### src/rtl/lc2k_fetch_unit.sv
// LC2K instruction fetch and field-decode stage.
// Owns the PC, fetches one instruction word at a time over a req/ready
// handshake, and holds the decoded fields until the datapath retires the
// instruction. It stops for good after a retired HALT (until reset).
module lc2k_fetch_unit #(
  parameter int                  PC_WIDTH = 16,
  parameter logic [PC_WIDTH-1:0] RESET_PC = '0
) (
  input  logic                clk,
  input  logic                rst_n,
  output logic                imem_req,
  output logic [PC_WIDTH-1:0] imem_addr,
  input  logic                imem_ready,
  input  logic [31:0]         imem_rdata,
  input  logic                exec_done,
  input  logic                redirect_valid,
  input  logic [PC_WIDTH-1:0] redirect_pc,
  output logic                instr_valid,
  output logic [2:0]          opcode,
  output logic [2:0]          reg_a,
  output logic [2:0]          reg_b,
  output logic [2:0]          dest_reg,
  output logic [31:0]         offset_ext,
  output logic [PC_WIDTH-1:0] pc_out,
  output logic [PC_WIDTH-1:0] pc_plus1,
  output logic                halted,
  output logic [31:0]         instr_count
);

  typedef enum logic [1:0] {
    S_FETCH  = 2'd0,
    S_ISSUE  = 2'd1,
    S_HALTED = 2'd2
  } state_e;

  localparam logic [2:0] OP_HALT = 3'b110;

  state_e              state_q, state_d;
  logic [PC_WIDTH-1:0] pc_q, pc_d;
  logic [31:0]         ir_q, ir_d;
  logic [31:0]         cnt_q, cnt_d;

  logic fetch_hit;
  logic retire;
  logic is_halt;

  assign fetch_hit = (state_q == S_FETCH) && imem_ready;
  assign retire    = (state_q == S_ISSUE) && exec_done;
  assign is_halt   = (ir_q[24:22] == OP_HALT);
  assign pc_plus1  = pc_q + {{(PC_WIDTH-1){1'b0}}, 1'b1};

  // State register: async reset lands in FETCH at RESET_PC with a cleared IR.
  always_ff @(posedge clk or negedge rst_n) begin
    if (!rst_n) begin
      state_q <= S_FETCH;
      pc_q    <= RESET_PC;
      ir_q    <= '0;
      cnt_q   <= '0;
    end else begin
      state_q <= state_d;
      pc_q    <= pc_d;
      ir_q    <= ir_d;
      cnt_q   <= cnt_d;
    end
  end

  // Next-state logic: FETCH -> ISSUE on ready, ISSUE -> FETCH/HALTED on retire.
  always_comb begin
    state_d = state_q;
    case (state_q)
      S_FETCH:  if (imem_ready) state_d = S_ISSUE;
      S_ISSUE:  if (exec_done)  state_d = is_halt ? S_HALTED : S_FETCH;
      S_HALTED: state_d = S_HALTED;
      default:  state_d = S_FETCH;
    endcase
  end

  // Datapath updates: IR loads on a completed fetch; PC and count move on retire.
  // A retiring HALT leaves the PC where it is and ignores any redirect.
  always_comb begin
    ir_d  = fetch_hit ? imem_rdata : ir_q;
    cnt_d = retire ? cnt_q + 32'd1 : cnt_q;
    pc_d  = pc_q;
    if (retire && !is_halt)
      pc_d = redirect_valid ? redirect_pc : pc_plus1;
  end

  // Outputs: request is gated by rst_n so it drops the instant reset asserts.
  always_comb begin
    imem_req    = rst_n && (state_q == S_FETCH);
    instr_valid = (state_q == S_ISSUE);
    halted      = (state_q == S_HALTED);
  end

  assign imem_addr   = pc_q;
  assign pc_out      = pc_q;
  assign instr_count = cnt_q;
  assign opcode      = ir_q[24:22];
  assign reg_a       = ir_q[21:19];
  assign reg_b       = ir_q[18:16];
  assign dest_reg    = ir_q[2:0];
  assign offset_ext  = {{16{ir_q[15]}}, ir_q[15:0]};

endmodule

### config.mk
export PLATFORM = sky130hd
export DESIGN_NAME = lc2k_fetch_unit
export DESIGN_NICKNAME = d
export VERILOG_FILES = /design/src/rtl/lc2k_fetch_unit.sv
export SDC_FILE = /design/constraint.sdc
export NUM_CORES = 1
export LEC_CHECK = 0
export ABC_CLOCK_PERIOD_IN_PS = 2200
export CORE_UTILIZATION = 42
export DETAILED_ROUTE_END_ITERATION = 8
export PLACE_DENSITY = 0.81
export SLEW_MARGIN = 25
export SYNTH_ARGS = -nofsm -noshare
export SYNTH_HDL_FRONTEND = slang
export SYNTH_SLANG_ARGS = --single-unit
### constraint.sdc
create_clock -name clk -period 2.2 [get_ports clk]
set_input_delay 0.44 -clock clk [delete_from_list [all_inputs] [get_ports clk]]
set_output_delay 0.44 -clock clk [all_outputs]
set_load 0.02 [all_outputs]
After elaboration in Yosys (flattened, before gate mapping):

Index checks and enable logic that the tools add are counted.

* $add $sub $neg: 2
* multiply operators: 0
* div/mod/pow operators: 0
* magnitude comparators: 0
* equal/unequal tests: 5
* shift-type cells: 0
* multiplexer cells: 5
* bitwise logic cells: 0
* reduce and logical (&&, ||, !) cells: 7

Operator list (number)
* adder 32 x 1 -> 32 bit (second input constant): 1
* adder 16 x 1 -> 16 bit (second input constant): 1
* 2-to-1 mux 16 bit: 1
* 2-to-1 mux 2 bit: 3
* one-hot mux 2 bit (3 select lines): 1
* logical AND 1 bit: 4
* inequality test 2 bit (second input constant): 2
* == test 3 bit (second input constant): 1
* == test 2 x 1 -> 1 bit (second input constant): 1
* == test 2 bit (second input constant): 1
* logical NOT 2 bit: 1
* AND reduction 2 bit: 1
* logical NOT 1 bit: 1

* flip-flop bits (word level): 75
* latch bits: 0
* bits in writable memories: 0
* ROM bits: 0
* input port bits: 53
* output and inout bits: 127
* logic and storage cells: 23
* memories: 0

Logic depth before layout (Yosys ltp):

Gate-level depths: netlist (run 1).

* depth in word-level cells: 4
* mapped depth: 7
* depth with buffers taken out: 5

Worst setup path before layout (run 1):

OpenSTA, ideal clock, no wires.

* path kind: register to output
* from: reg pc_q[3] (netlist: imem_addr[3])
* to: out pc_plus1[11]
* arrival time: 1759 ps
* required time: 1760 ps
* slack: 1 ps
* cell stages (with the launch flop): 5
* cells stage by stage: dfrtp_1 > buf_2 > nand4_4 > or4_4 > xnor2_1

* word-level cells in the longest chain between the ends: 1

RTL lines
* start, declared: line 39 `logic [PC_WIDTH-1:0] pc_q, pc_d;`
* start signal, assigned: line 61 `pc_q <= pc_d;`
* adder 16 x 1 -> 16 bit: line 50 `assign pc_plus1 = pc_q + {{(PC_WIDTH-1){1'b0}}, 1'b1};`
* end, declared: line 25 `output logic [PC_WIDTH-1:0] pc_plus1,`

No other way between the ends.

Final worst setup path (run 1):

* from: reg pc_q[10] (netlist: imem_addr[10])
* to: out pc_plus1[11]

The elaborated chain is that of the path after synthesis.

==> impl_metrics.ini, run 1 <==
[synth]
yosysTopAreaCell = dfrtp_1
synth_seq_area_share = 0.475
synth_cells = 365
synth-edff-count = 0
syn-cell-area_sq_um = 3950
synth-seq-cells = 75
netlist_top_cells_area = dfrtp_1, xnor2_1, buf_4
syn-num-nets = 420
synth_top_area_share = 0.475
synth_ff_type = dfrtp_1
syn_area_per_cell_sq_um = 10.8
ys_types = 55
async_flop_share = 1.00
yosys_warnings = 0

[clocking]
clk_pin_slew_ns = 0.08
root_buffer = clkbuf_8
cts_num_sinks = 75
tritoncts = built
numCtsBuffers = 9
htreeDepth = 3
ctsLongestPathBuffers = 2
clk_latency_ns = 0.35

[power]
internal-power_w = 0.00493
clockPowerShare = 0.138
p_comb_frac = 0.594
power.leakage_nw = 2.68
ir_worst_vdd_v = 0.000969
power_density_nw_per_um2 = 1350
netSwitchingFraction = 0.409
power_w = 0.00834
power.switching_w = 0.00341
share_seq_of_total_power = 0.268

[status]
status = finished with violations
failed_checks = negative setup slack

[timing]
period_minus_slack_ns = 2.28
hold_viol_final = 0
drv_slew = 0
fin_worst_skew_ns = 0.0128
setup_ws_ns = -0.0820
rsz0062_at_grt = yes
tightest_slew_ns = 0.697
fin_tns_setup_ns = -0.167
period_share = 1.04
setup_viol = 5
clock.fmax_mhz = 438
relSlewSlack = 0.535

[die]
coreArea_sq_um = 9150
die_y_microns = 98.9
placement_rows = 35
fp.dieW_microns = 98.9
dieArea_sq_um = 9790
start_util = 0.431
io_pins = 180

[setup_path]
r2r_start = state_q[1]
crit_type = reg -> out
arrival_ns = 1.84
crit_end = pc_plus1[11]
worstSetupEndpointType = primary output
startpoint = imem_addr[10]
crit_fanout = 3
rrSetupSlack_ns = 0.49
startpoint_type = flip-flop
r2r-end = imem_addr[11]
crit_required_ns = 1.76
r2r_cells = 4

[final_layout]
area_delta_synth_final_pct = 56.5
nNetsFinal = 605
num_antenna_cells = 0
drive_above_1_share = 0.224

[detailed_routing]
wirelength_mm = 10.8
ant_nets = 0
drt_iter0_drc = 177
post_drt_wl_per_cell_microns = 16.2
drt_pass1_iterations = 4
vias = 3448
via_per_inst = 5.18
route.detailed.drc = 0

[flow_run]
cap_violations = 0

[place]
port_buffers = 172
dp_hpwl_mm = 7.74
gp_congestion = 0.806
dp_slack_ns = -0.115

[global_route]
overflow = 0
grt_pass1_vias = 3494
grt_max_degree = 76
grt_pass1_wl_mm = 17.2
track_usage = 0.226
antenna_found_initial = 0

[worst_hold_path]
min_path_type = in -> async
==> state kept, by name, summed over array words and instances, names as in the netlist <==
register and count:
instr_count 32, ir_q 25, imem_addr 16, state_q 2
==> power by group through the flow <==
stage                     Sequential [W]  Combinational, W  Clock, W
final                            0.00223           0.00496   0.00115
after global placement           0.00221           0.00480         0
after detailed placement         0.00224           0.00486         0
after floorplan                  0.00277           0.00218         0
after CTS                        0.00221           0.00486   0.00117
after global routing             0.00231           0.00522   0.00125
==> cells by family after synthesis <==
| family | share of synthesized area |
|---|---|
| adders and majority gates | 0.00634 |
| xor gates and xnor gates | 0.0954 |
| muxes | 0.0815 |
| DFF | 0.475 |
| and+or+nand+nor | 0.171 |
| buffers and inverters | 0.0951 |
| AOI/OAI and AO/OA | 0.0758 |
==> layer usage <==
| metal | vias to the layer above | wire (microns) | GRT usage |
|---|---|---|---|
| met2 | 145 | 5540 | 0.393 |
| li1 | 1620 | - | - |
| met3 | 19 | 837 | 0.0674 |
| met5 | - | 0 | 0 |
| met1 | 1664 | 4200 | 0.269 |
| met4 | 0 | 181 | 0.0689 |
==> how the worst min path moves through the flow <==
stage / startpoint / end / slack [ns] / cells after the start
after floorplan: rst_n / imem_addr[0] / 0.14 / 0
after global placement: instr_count[31] / instr_count[31] / 0.46 / 1
after detailed placement: instr_count[31] / instr_count[31] / 0.48 / 1
after CTS: rst_n / state_q[1] / 0.37 / 2
after global routing: rst_n / instr_count[26] / 0.27 / 2
final: rst_n / ir_q[12] / 0.21 / 2
==> layout make-up <==
type	count	area, sq um
sequential	75	1880
tap	111	139
clock inverter	5	78.8
multi-input combinational	231	1780
fill	687	2980
timing repair buffer	223	2130
clock buffer	10	128
inverter	10	37.5
==> placed cells by master (no fill, tap or decap), types with 9 or more instances in the layout <==
cell	n
nand3_1	21
nand4_1	15
inv_1	9
dfrtp_1	73
nand2_1	26
buf_4	53
clkbuf_8	9
mux2_2	20
xnor2_1	33
clkdlybuf4s50_1	152
==> worst max-delay path, cell delays in order, from the launching register on <==
cell and delay (ns):
dfrtp_1 0.42, buf_6 0.12, nand3_2 0.07, or4_4 0.54
xnor2_2 0.18, buf_4 0.16
==> cells in the mapped netlist, types with 3 or more instances <==
cell / n
xnor2_1: 36
and2_1: 4
nand2_1: 26
and3_1: 7
dfrtp_1: 75
mux2_1: 5
o21ai_0: 6
nand3_1: 24
o21a_1: 3
buf_4: 37
nor2_1: 8
xor2_1: 7
a21oi_1: 6
buf_2: 6
mux2i_1: 4
o21ai_1: 3
o211ai_1: 5
mux2_2: 20
nor3_1: 7
clkbuf_1: 4
nand4_1: 15
inv_1: 9
a31oi_1: 5
==> metrics by stage <==
| step | hold WS (ns) | utilization | cells | area (sq um) |
|---|---|---|---|---|
| floorplan | 0.144 | - | 365 | 3950 |
| global route | 0.274 | 0.675 | 665 | 6180 |
| global placement | 0.463 | 0.637 | 641 | 5830 |
| finish | 0.214 | 0.675 | 665 | 6180 |
| CTS | 0.371 | 0.662 | 661 | 6060 |
| detailed placement | 0.475 | 0.637 | 641 | 5830 |
==> what timing repair did <==
action	CTS	global route
endpoints found under the setup margin	14	33
pin swaps	3	8
gates resized for setup	60	31
setup buffers	5	4
hold buffers	0	0
Note: power is estimated with default switching activity, not from simulation.
==> inputs of run 2 (changes only) <==
--- a/config.mk
+++ b/config.mk
@@ -6,6 +6,7 @@
 export NUM_CORES = 1
 export LEC_CHECK = 0
 export ABC_CLOCK_PERIOD_IN_PS = 2200
+export CAP_MARGIN = 20
 export CORE_UTILIZATION = 42
 export DETAILED_ROUTE_END_ITERATION = 8
 export PLACE_DENSITY = 0.81
==> results of run 2 <==
Final layout, timing and power as in run 1 (identical DEF).
